==> src/rtl/cpu_pkg.sv <==
// Shared fetch-stage constants and FSM state encoding.
package cpu_pkg;
    localparam logic [31:0] RESET_PC  = 32'h0000_3000;
    localparam logic [31:0] NOP_INSTR = 32'h0000_0000;

    typedef enum logic {
        FILL = 1'b0,
        RUN  = 1'b1
    } fetch_state_t;
endpackage

==> src/rtl/next_pc_sel.sv <==
// Next-PC priority mux: jr/jalr over j/jal over taken branch over sequential PC+4.
// Latency: purely combinational, result consumed on the same edge.
// Backpressure: none here; stall gating is applied by the caller.
module next_pc_sel (
    input  logic [31:0] pc,
    input  logic        enable,
    input  logic        jump_reg,
    input  logic        jump,
    input  logic        branch_flag,
    input  logic [31:0] branch_target,
    input  logic [25:0] jump_index,
    input  logic [31:0] bus_a,
    input  logic [31:0] pc_plus4_id,
    output logic [31:0] next_pc,
    output logic        redirect
);
    // Low target bits are forced to zero so PC stays word aligned.
    logic unused_bits;
    assign unused_bits = ^{bus_a[1:0], branch_target[1:0], pc_plus4_id[27:0]};

    always_comb begin
        next_pc  = pc + 32'd4;
        redirect = enable & (jump_reg | jump | branch_flag);
        if (enable) begin
            if (jump_reg)
                next_pc = {bus_a[31:2], 2'b00};
            else if (jump)
                next_pc = {pc_plus4_id[31:28], jump_index, 2'b00};
            else if (branch_flag)
                next_pc = {branch_target[31:2], 2'b00};
        end
    end
endmodule

==> src/rtl/fetch_redirect_unit.sv <==
// Fetch stage: PC register, IF/ID register and redirect handling; DELAY_SLOT_EN keeps the post-branch slot instead of squashing it.
// Latency: a redirect decided in ID during cycle n drives imem_addr with the target in cycle n+1.
// Backpressure: stall freezes PC, IF/ID, FSM and counter; redirects are only honoured on unstalled cycles.
module fetch_redirect_unit
    import cpu_pkg::*;
(
    input  logic        clk,
    input  logic        reset,
    input  logic        stall,
    input  logic        Branch_flag,
    input  logic        Jump,
    input  logic        JumpReg,
    input  logic [31:0] branch_target,
    input  logic [25:0] jump_index,
    input  logic [31:0] busA,
    input  logic [31:0] imem_data,
    output logic [31:0] imem_addr,
    output logic [31:0] instr_ID,
    output logic [31:0] PC_plus4_ID,
    output logic        valid_ID,
    output logic [31:0] redirect_count
);
    fetch_state_t state;
    logic [31:0]  pc;
    logic [31:0]  next_pc;
    logic         redirect;

    assign imem_addr = pc;

    // ID holds a bubble in FILL or after a squash, so its controls are meaningless then.
    next_pc_sel u_next_pc_sel (
        .pc            (pc),
        .enable        ((state == RUN) && valid_ID),
        .jump_reg      (JumpReg),
        .jump          (Jump),
        .branch_flag   (Branch_flag),
        .branch_target (branch_target),
        .jump_index    (jump_index),
        .bus_a         (busA),
        .pc_plus4_id   (PC_plus4_ID),
        .next_pc       (next_pc),
        .redirect      (redirect)
    );

    always_ff @(posedge clk) begin
        if (reset) begin
            state          <= FILL;
            pc             <= RESET_PC;
            instr_ID       <= NOP_INSTR;
            PC_plus4_ID    <= 32'h0;
            valid_ID       <= 1'b0;
            redirect_count <= 32'h0;
        end else if (!stall) begin
            state       <= RUN;
            pc          <= next_pc;
            PC_plus4_ID <= pc + 32'd4;
`ifdef DELAY_SLOT_EN
            instr_ID    <= imem_data;
            valid_ID    <= 1'b1;
`else
            instr_ID    <= redirect ? NOP_INSTR : imem_data;
            valid_ID    <= !redirect;
`endif
            if (redirect)
                redirect_count <= redirect_count + 32'd1;
        end
    end
endmodule
==> config.mk <==
export PLATFORM = sky130hd
export DESIGN_NAME = fetch_redirect_unit
export DESIGN_NICKNAME = d
export VERILOG_FILES = /design/src/rtl/cpu_pkg.sv /design/src/rtl/next_pc_sel.sv /design/src/rtl/fetch_redirect_unit.sv
export SDC_FILE = /design/constraint.sdc
export NUM_CORES = 1
export LEC_CHECK = 0
export CAP_MARGIN = 5
export CORE_ASPECT_RATIO = 0.6
export CORE_MARGIN = 4
export CORE_UTILIZATION = 40
export CTS_BUF_LIST = sky130_fd_sc_hd__clkbuf_16
export DETAILED_ROUTE_END_ITERATION = 10
export GPL_TIMING_DRIVEN = 0
export HOLD_SLACK_MARGIN = 0.03
export PLACE_DENSITY = 0.76
export SETUP_SLACK_MARGIN = 0.1
export SYNTH_ARGS = -nofsm -noshare
export SYNTH_HDL_FRONTEND = slang
export SYNTH_SLANG_ARGS = --single-unit
==> constraint.sdc <==
create_clock -name clk -period 2.3 [get_ports clk]
set_clock_uncertainty 0.15 [all_clocks]
set_input_delay 0.23 -clock clk [delete_from_list [all_inputs] [get_ports clk]]
set_output_delay 0.23 -clock clk [all_outputs]
set_load 0.005 [all_outputs]
==> impl_metrics.tcl <==
set metrics [dict create \
    status "complete, no violations" \
    grt_usage 0.329 \
    cts_buffer_depth 2 \
    place.gp.congestion 1.04 \
    p_seq_frac 0.356 \
    routed.top_layer "met5" \
    finalPower_mw 6.64 \
    ys_warn_count 0 \
    dr_total_vias 8352 \
    fmax_mhz 450 \
    p_switching_mw 1.78 \
    ctsRootBufferMaster "clkbuf_16" \
    synth_edf_count 0 \
    io_pins 257 \
    start_util 0.411 \
    rsz0062_at_grt "true" \
    setup-tns-final_ns 0 \
    wl_met2_um 13200 \
    drc 0 \
    cts.clk_slew.worst_paths_ns 0.06 \
    antenna_found_initial 1 \
    grt_overflow_total 0 \
    syn_to_final_growth_pct 61.4 \
    path_max_fanout 9 \
    ys_types 65 \
    hold-path-endpoint "instr_ID[17]" \
    synth_area_sq_mm 0.00670 \
    fin_crit_ns 2.22 \
    drive_gt1_frac 0.152 \
    fin_ws_ns 0.0786 \
    wl_met3_um 4740 \
    worstHoldPathCells 3 \
    dpl.hpwl_um 23500 \
    fp.dieH_um 108 \
    numCtsBuffers 17 \
    power_leakage_nw 3.94 \
    cts.sinks 126 \
    reg2reg_slack_ns 0.08 \
    start_kind "register" \
    irDropWorstVdd_mv 0.507 \
    fillCellCount 1407 \
    drv_slew 0 \
    layout_common_cells "clkdlybuf4s50_1, dfxtp_1, nor2_1" \
    worstSkewPairLatency_ns 0.43 \
    cp_data_arrival_time_ns 2.35 \
    r2r_end "PC_plus4_ID[16]" \
    synthArstFlopShare 0 \
    ctsHoldBuffers 0 \
    worstReg2RegStart "imem_addr[9]" \
    post-place-ws_ns -1.07 \
    worstMarginPinSlew_ns 0.879 \
    finalHoldViolations 0 \
    worstHoldPathType "in2reg" \
    rr_worst_depth 8 \
    switching_share 0.268 \
    ant_nets 0 \
    fin_cells 1380 \
    setup_viol 0 \
    ys.flop_type "dfxtp_1" \
    fp-row-count 36 \
    internal_power_mw 4.86 \
    drt_iter0_markers 1133 \
    powerDensity_mw_per_mm2 614 \
    drv_cap 0 \
    die_w_um 175 \
    syn_inst 846 \
    firstDrtPassIters 5 \
    whs_ns 0.267 \
    m1WireLength_um 13600 \
    wirelength_um 32300 \
    placed_cells 1325 \
    ys_ff_latch 126 \
    pwr-share-clk 0.485 \
    grt_max_degree 17 \
    final.period_utilization 0.966 \
    seq_area_frac_synth 0.377 \
    required_ns 2.43 \
    h-tree-depth 4 \
    vias_per_cell 6.05 \
    relSlewSlack 0.414 \
    core_area_sq_mm 0.0163 \
    drt-wirelength-per-cell_um 23.4 \
    fin_nets 1269 \
    io_buffers 248 \
    syn_avg_cell_area_sq_um 7.92 \
    n_antenna_cell 0 \
    final_common_cell "clkdlybuf4s50_1" \
    die_area_sq_mm 0.0189 \
    grt_pass1_wl_um 47600 \
    grt_pass1_vias 7969 \
    worstSetupEndpointType "register" \
    cts_tree "yes" \
    hold_path_startpoint "imem_data[17]" \
    p_comb_frac 0.160 \
    critPathKind "reg2reg" \
]
[state kept, by name (all words and copies together), names as in the netlist]
name and cells:
valid_ID 1, redirect_count 32, state 1, instr_ID 32, imem_addr 30, PC_plus4_ID 30
[synthesized netlist by cell type, types with 8 or more instances]
cell type / instances / share of area
a21oi_1: 46 / 0.034
xnor2_1: 26 / 0.034
o22ai_1: 12 / 0.011
nor2_1: 109 / 0.061
nand3_1: 33 / 0.025
or3_1: 12 / 0.011
buf_1: 10 / 0.0056
nand2b_1: 10 / 0.0093
a221oi_1: 9 / 0.012
o21ai_0: 36 / 0.027
and4_1: 10 / 0.013
a221o_1: 8 / 0.012
a211oi_1: 20 / 0.022
a22oi_1: 36 / 0.040
and3_1: 13 / 0.012
xor2_1: 24 / 0.031
nor3_1: 32 / 0.024
nand2_1: 65 / 0.036
nor4_1: 14 / 0.013
nand4_1: 24 / 0.022
inv_1: 12 / 0.0067
dfxtp_1: 126 / 0.38
clkbuf_1: 55 / 0.031
[cells by family (layout without fill, tap and decap cells)]
family | count (synthesis) | in the layout | synth area share
adder cells (fa/ha/maj) | 2 | 2 | 0.00374
XOR/XNOR | 50 | 50 | 0.0654
buffers and inverters | 89 | 392 | 0.0542
other | 1 | 4 | 0.000560
AO/OA/AOI/OAI | 223 | 223 | 0.229
multiplexers | 7 | 7 | 0.0107
flip-flops | 126 | 126 | 0.377
AND/OR/NAND/NOR | 348 | 348 | 0.260
[critical path: stages, from the launching register on]
cell and delay [ns]:
dfxtp_4 0.40, nand4_4 0.12, buf_6 0.15, nor4_4 0.32, buf_4 0.19, buf_12 0.12
nand4_1 0.21, xnor2_2 0.31, a211oi_2 0.10
[layout make-up]
type	instances	area (sq um)	share of cell area
clock buffer	17	425	0.0394
clock inverter	15	255	0.0236
inverter	14	53.8	0.00498
sequential	126	2570	0.238
timing repair buffer	271	2670	0.247
buffer	75	434	0.0402
tap	228	285	0.0264
multi-input combinational	634	4110	0.380
[repair_timing]
action	4_1_cts	5_1_grt
setup buffers	15	8
gates resized for setup	107	68
pin swaps	8	20
setup endpoints to repair	120	104
[power by group through the flow]
stage	sequential, mW	clock, mW	combinational, mW
after floorplan	2.39	0	0.371
after global placement	2.40	0	0.959
after detailed placement	2.41	0	0.967
after CTS	2.36	3.23	1.01
after global routing	2.37	3.32	1.11
final	2.36	3.22	1.06
[metal layers]
layer / track usage / vias to the layer above
met4: 0.0880 / 4
li1: - / 3709
met2: 0.475 / 606
met5: 0 / -
met1: 0.454 / 3960
met3: 0.136 / 73
[how the worst max path moves through the flow]
stage	to	from	depth (start not counted)	slack (ns)
floorplan	imem_addr[28]	imem_addr[3]	7	0.12
global placement	imem_addr[13]	Branch_flag	9	-1.03
detailed placement	imem_addr[13]	Branch_flag	9	-1.07
CTS	imem_addr[28]	imem_addr[20]	6	0.09
global route	imem_addr[9]	valid_ID	7	0.04
finish	PC_plus4_ID[16]	imem_addr[9]	8	0.08
[through the flow]
step / utilization / cell area [sq um]
finish: 0.663 / 10800
global route: 0.663 / 10800
CTS: 0.650 / 10600
detailed placement: 0.582 / 9490
global placement: 0.582 / 9490
floorplan: - / 6720
Power figures use the tool's default switching activity.
==> variant, RTL diff (same flow settings) <==
Build with the macro `DELAY_SLOT_EN` defined.
--- a/src/rtl/fetch_redirect_unit.sv
+++ b/src/rtl/fetch_redirect_unit.sv
@@ -1,6 +1,8 @@
 // Fetch stage: PC register, IF/ID register and redirect handling; DELAY_SLOT_EN keeps the post-branch slot instead of squashing it.
 // Latency: a redirect decided in ID during cycle n drives imem_addr with the target in cycle n+1.
 // Backpressure: stall freezes PC, IF/ID, FSM and counter; redirects are only honoured on unstalled cycles.
+`define DELAY_SLOT_EN
+
 module fetch_redirect_unit
     import cpu_pkg::*;
 (
Behaviour: not the same (Yosys sat finds a counterexample within 4 cycles, from zero or initial values and one cycle with reset high).
==> variant against the unedited design <==
- power down 4.4%
- setup slack lost 0.023 ns
- sequential cell count decreased by 1
- wire length decreased by 12%
- cell area shrank 1.2%
- synthesized area up 1.5%
- critical endpoint is now imem_addr[28]
- largest cell class unchanged
- core utilization shrank 1.3 points
- largest power group unchanged
==> variant: results <==
[global_routing]
grt_use_total_pct = 28.0
antenna_found_initial = 0
grt_max_degree = 17
grt_pass1_vias = 7341
grt_pass1_wl_mm = 41.6

[clock_network]
path_clk_slew_ns = 0.06
insertion_delay_ns = 0.42
cts.path.max_buffers = 2
cts_max_level = 4
cts_buffers = 17
cts_root_buffer = "clkbuf_16"

[place]
dp.final_hpwl_mm = 20.7
gp_congestion = 0.981
numPortBuffers = 246

[cells_and_area]
drive_above_1_share_pct = 13.6
fill_cells = 1371
n_antenna_cell = 0
nNetsFinal = 1266
largestRegisters = "instr_ID: 32 flops, redirect_count: 32 flops"

[route]
wl_per_cell_um = 20.7
via_per_inst = 5.82
drtIter0Drc = 1104
first_pass_iters = 6

[critical_path]
r2r_cells = 7
reg2reg_slack_ns = 0.06
worstSetupPathType = "reg -> reg"
critPathLaunch = "imem_addr[11]"
crit_arrival_ns = 2.40
crit_fanout = 6
r2r-end = "imem_addr[28]"

[yosys]
yosysSeqAreaShare_pct = 36.8
ys_warn_count = 0
synth-edff-count = 0
ys_top_cells_by_count = "dfxtp_1 (125), nor2_1 (124), nand2_1 (58), a21oi_1 (50), clkbuf_1 (47)"
synthDistinctLibCells = 71
synth_area_leaders = "dfxtp_1 (37%), nor2_1 (6.8%), mux2i_1 (5.9%), xor2_1 (3.7%), a21oi_1 (3.7%)"
async_flop_share_pct = 0

[outcome]
status = "completed"

[min_path]
hp-class = "in -> reg"

[pwr]
p_leak_nw = 4.02
ir_drop_uv = 404

[timing]
hold_ws_ns = 0.229
worst_pin_slew_ns = 0.803
slew_violations = 0
==> variant: changes by cell type after synthesis, sizes merged, moves of 6 or more <==
cell and delta:
nor2 +16, clkbuf -8, a2111oi -7, a211oi -6, or3 -6, inv +6
o21ai -8, mux2i +34, a22oi -28, o21a +10, nand2 -7, nor3 -9
==> variant: through the flow <==
| step | utilization, % | setup TNS [ns] | setup slack [ns] | std cells | cell area [µm²] |
|---|---|---|---|---|---|
| after global routing | 64.9 | -0.0249 | -0.0249 | 1376 | 10700 |
| after CTS | 63.1 | 0 | 0.0975 | 1359 | 10400 |
| after floorplan | - | 0 | 0.0925 | 846 | 6820 |
| after detailed placement | 58.2 | -58.99 | -0.915 | 1320 | 9570 |
| after global placement | 58.2 | -56.91 | -0.895 | 1320 | 9570 |
| final | 64.9 | 0 | 0.0558 | 1376 | 10700 |
==> variant: repair_timing <==
item,4_1_cts,5_1_grt
hold buffers,0,0
pin swaps,6,13
cloned,0,0
resized for setup,53,63
buffers inserted,8,18
setup endpoints to repair,100,60
==> variant: cell families after synthesis <==
group	synth area share [%]
compound gates	19.1
xor+xnor	6.44
fa+ha+maj	0.368
buf+inv	5.21
flops	36.8
mux	6.55
other cells	0.0552
simple gates	25.5
==> variant: routing by layer <==
layer	global-route usage (%)	vias up	routed length (µm)
met5	0	-	0
met4	8.51	0	669
met3	11.2	63	4200
met2	41.6	578	12000
met1	37.5	3718	11700
li1	-	3646	-
==> variant: final cells by class <==
| type | count | area (µm²) | share of cell area, % |
|---|---|---|---|
| buffer | 68 | 354 | 3.32 |
| clock buffer | 17 | 425 | 3.98 |
| clock inverter | 14 | 183 | 1.71 |
| inverter | 18 | 67.6 | 0.633 |
| multi-input combinational | 634 | 4160 | 39.0 |
| sequential | 125 | 2530 | 23.7 |
| tap | 228 | 285 | 2.67 |
| timing repair buffer | 272 | 2670 | 25.0 |
==> variant: worst max-delay path, stage by stage (launching register included) <==
cell and delay, ns:
dfxtp_4 0.38, nand4_1 0.13, buf_6 0.17, or4_4 0.54, buf_8 0.17, nor3_4 0.20, o21ai_1 0.09, a221o_1 0.31
==> variant: how the worst min path moves through the flow <==
stage                               start                end  depth (start not counted)
after floorplan              imem_data[0]        instr_ID[0]                          2
after global placement    PC_plus4_ID[12]    PC_plus4_ID[12]                          2
after detailed placement  PC_plus4_ID[12]    PC_plus4_ID[12]                          2
after CTS                            Jump  redirect_count[1]                          4
after global routing        imem_data[17]       instr_ID[17]                          3
final                                Jump  redirect_count[1]                          4
==> variant: power by group <==
group / switching [mW] / internal (mW) / leakage (nW)
Clock: 1.11 / 1.72 / 0.294
Combinational: 0.544 / 0.600 / 2.70
Sequential: 0.103 / 2.27 / 1.03
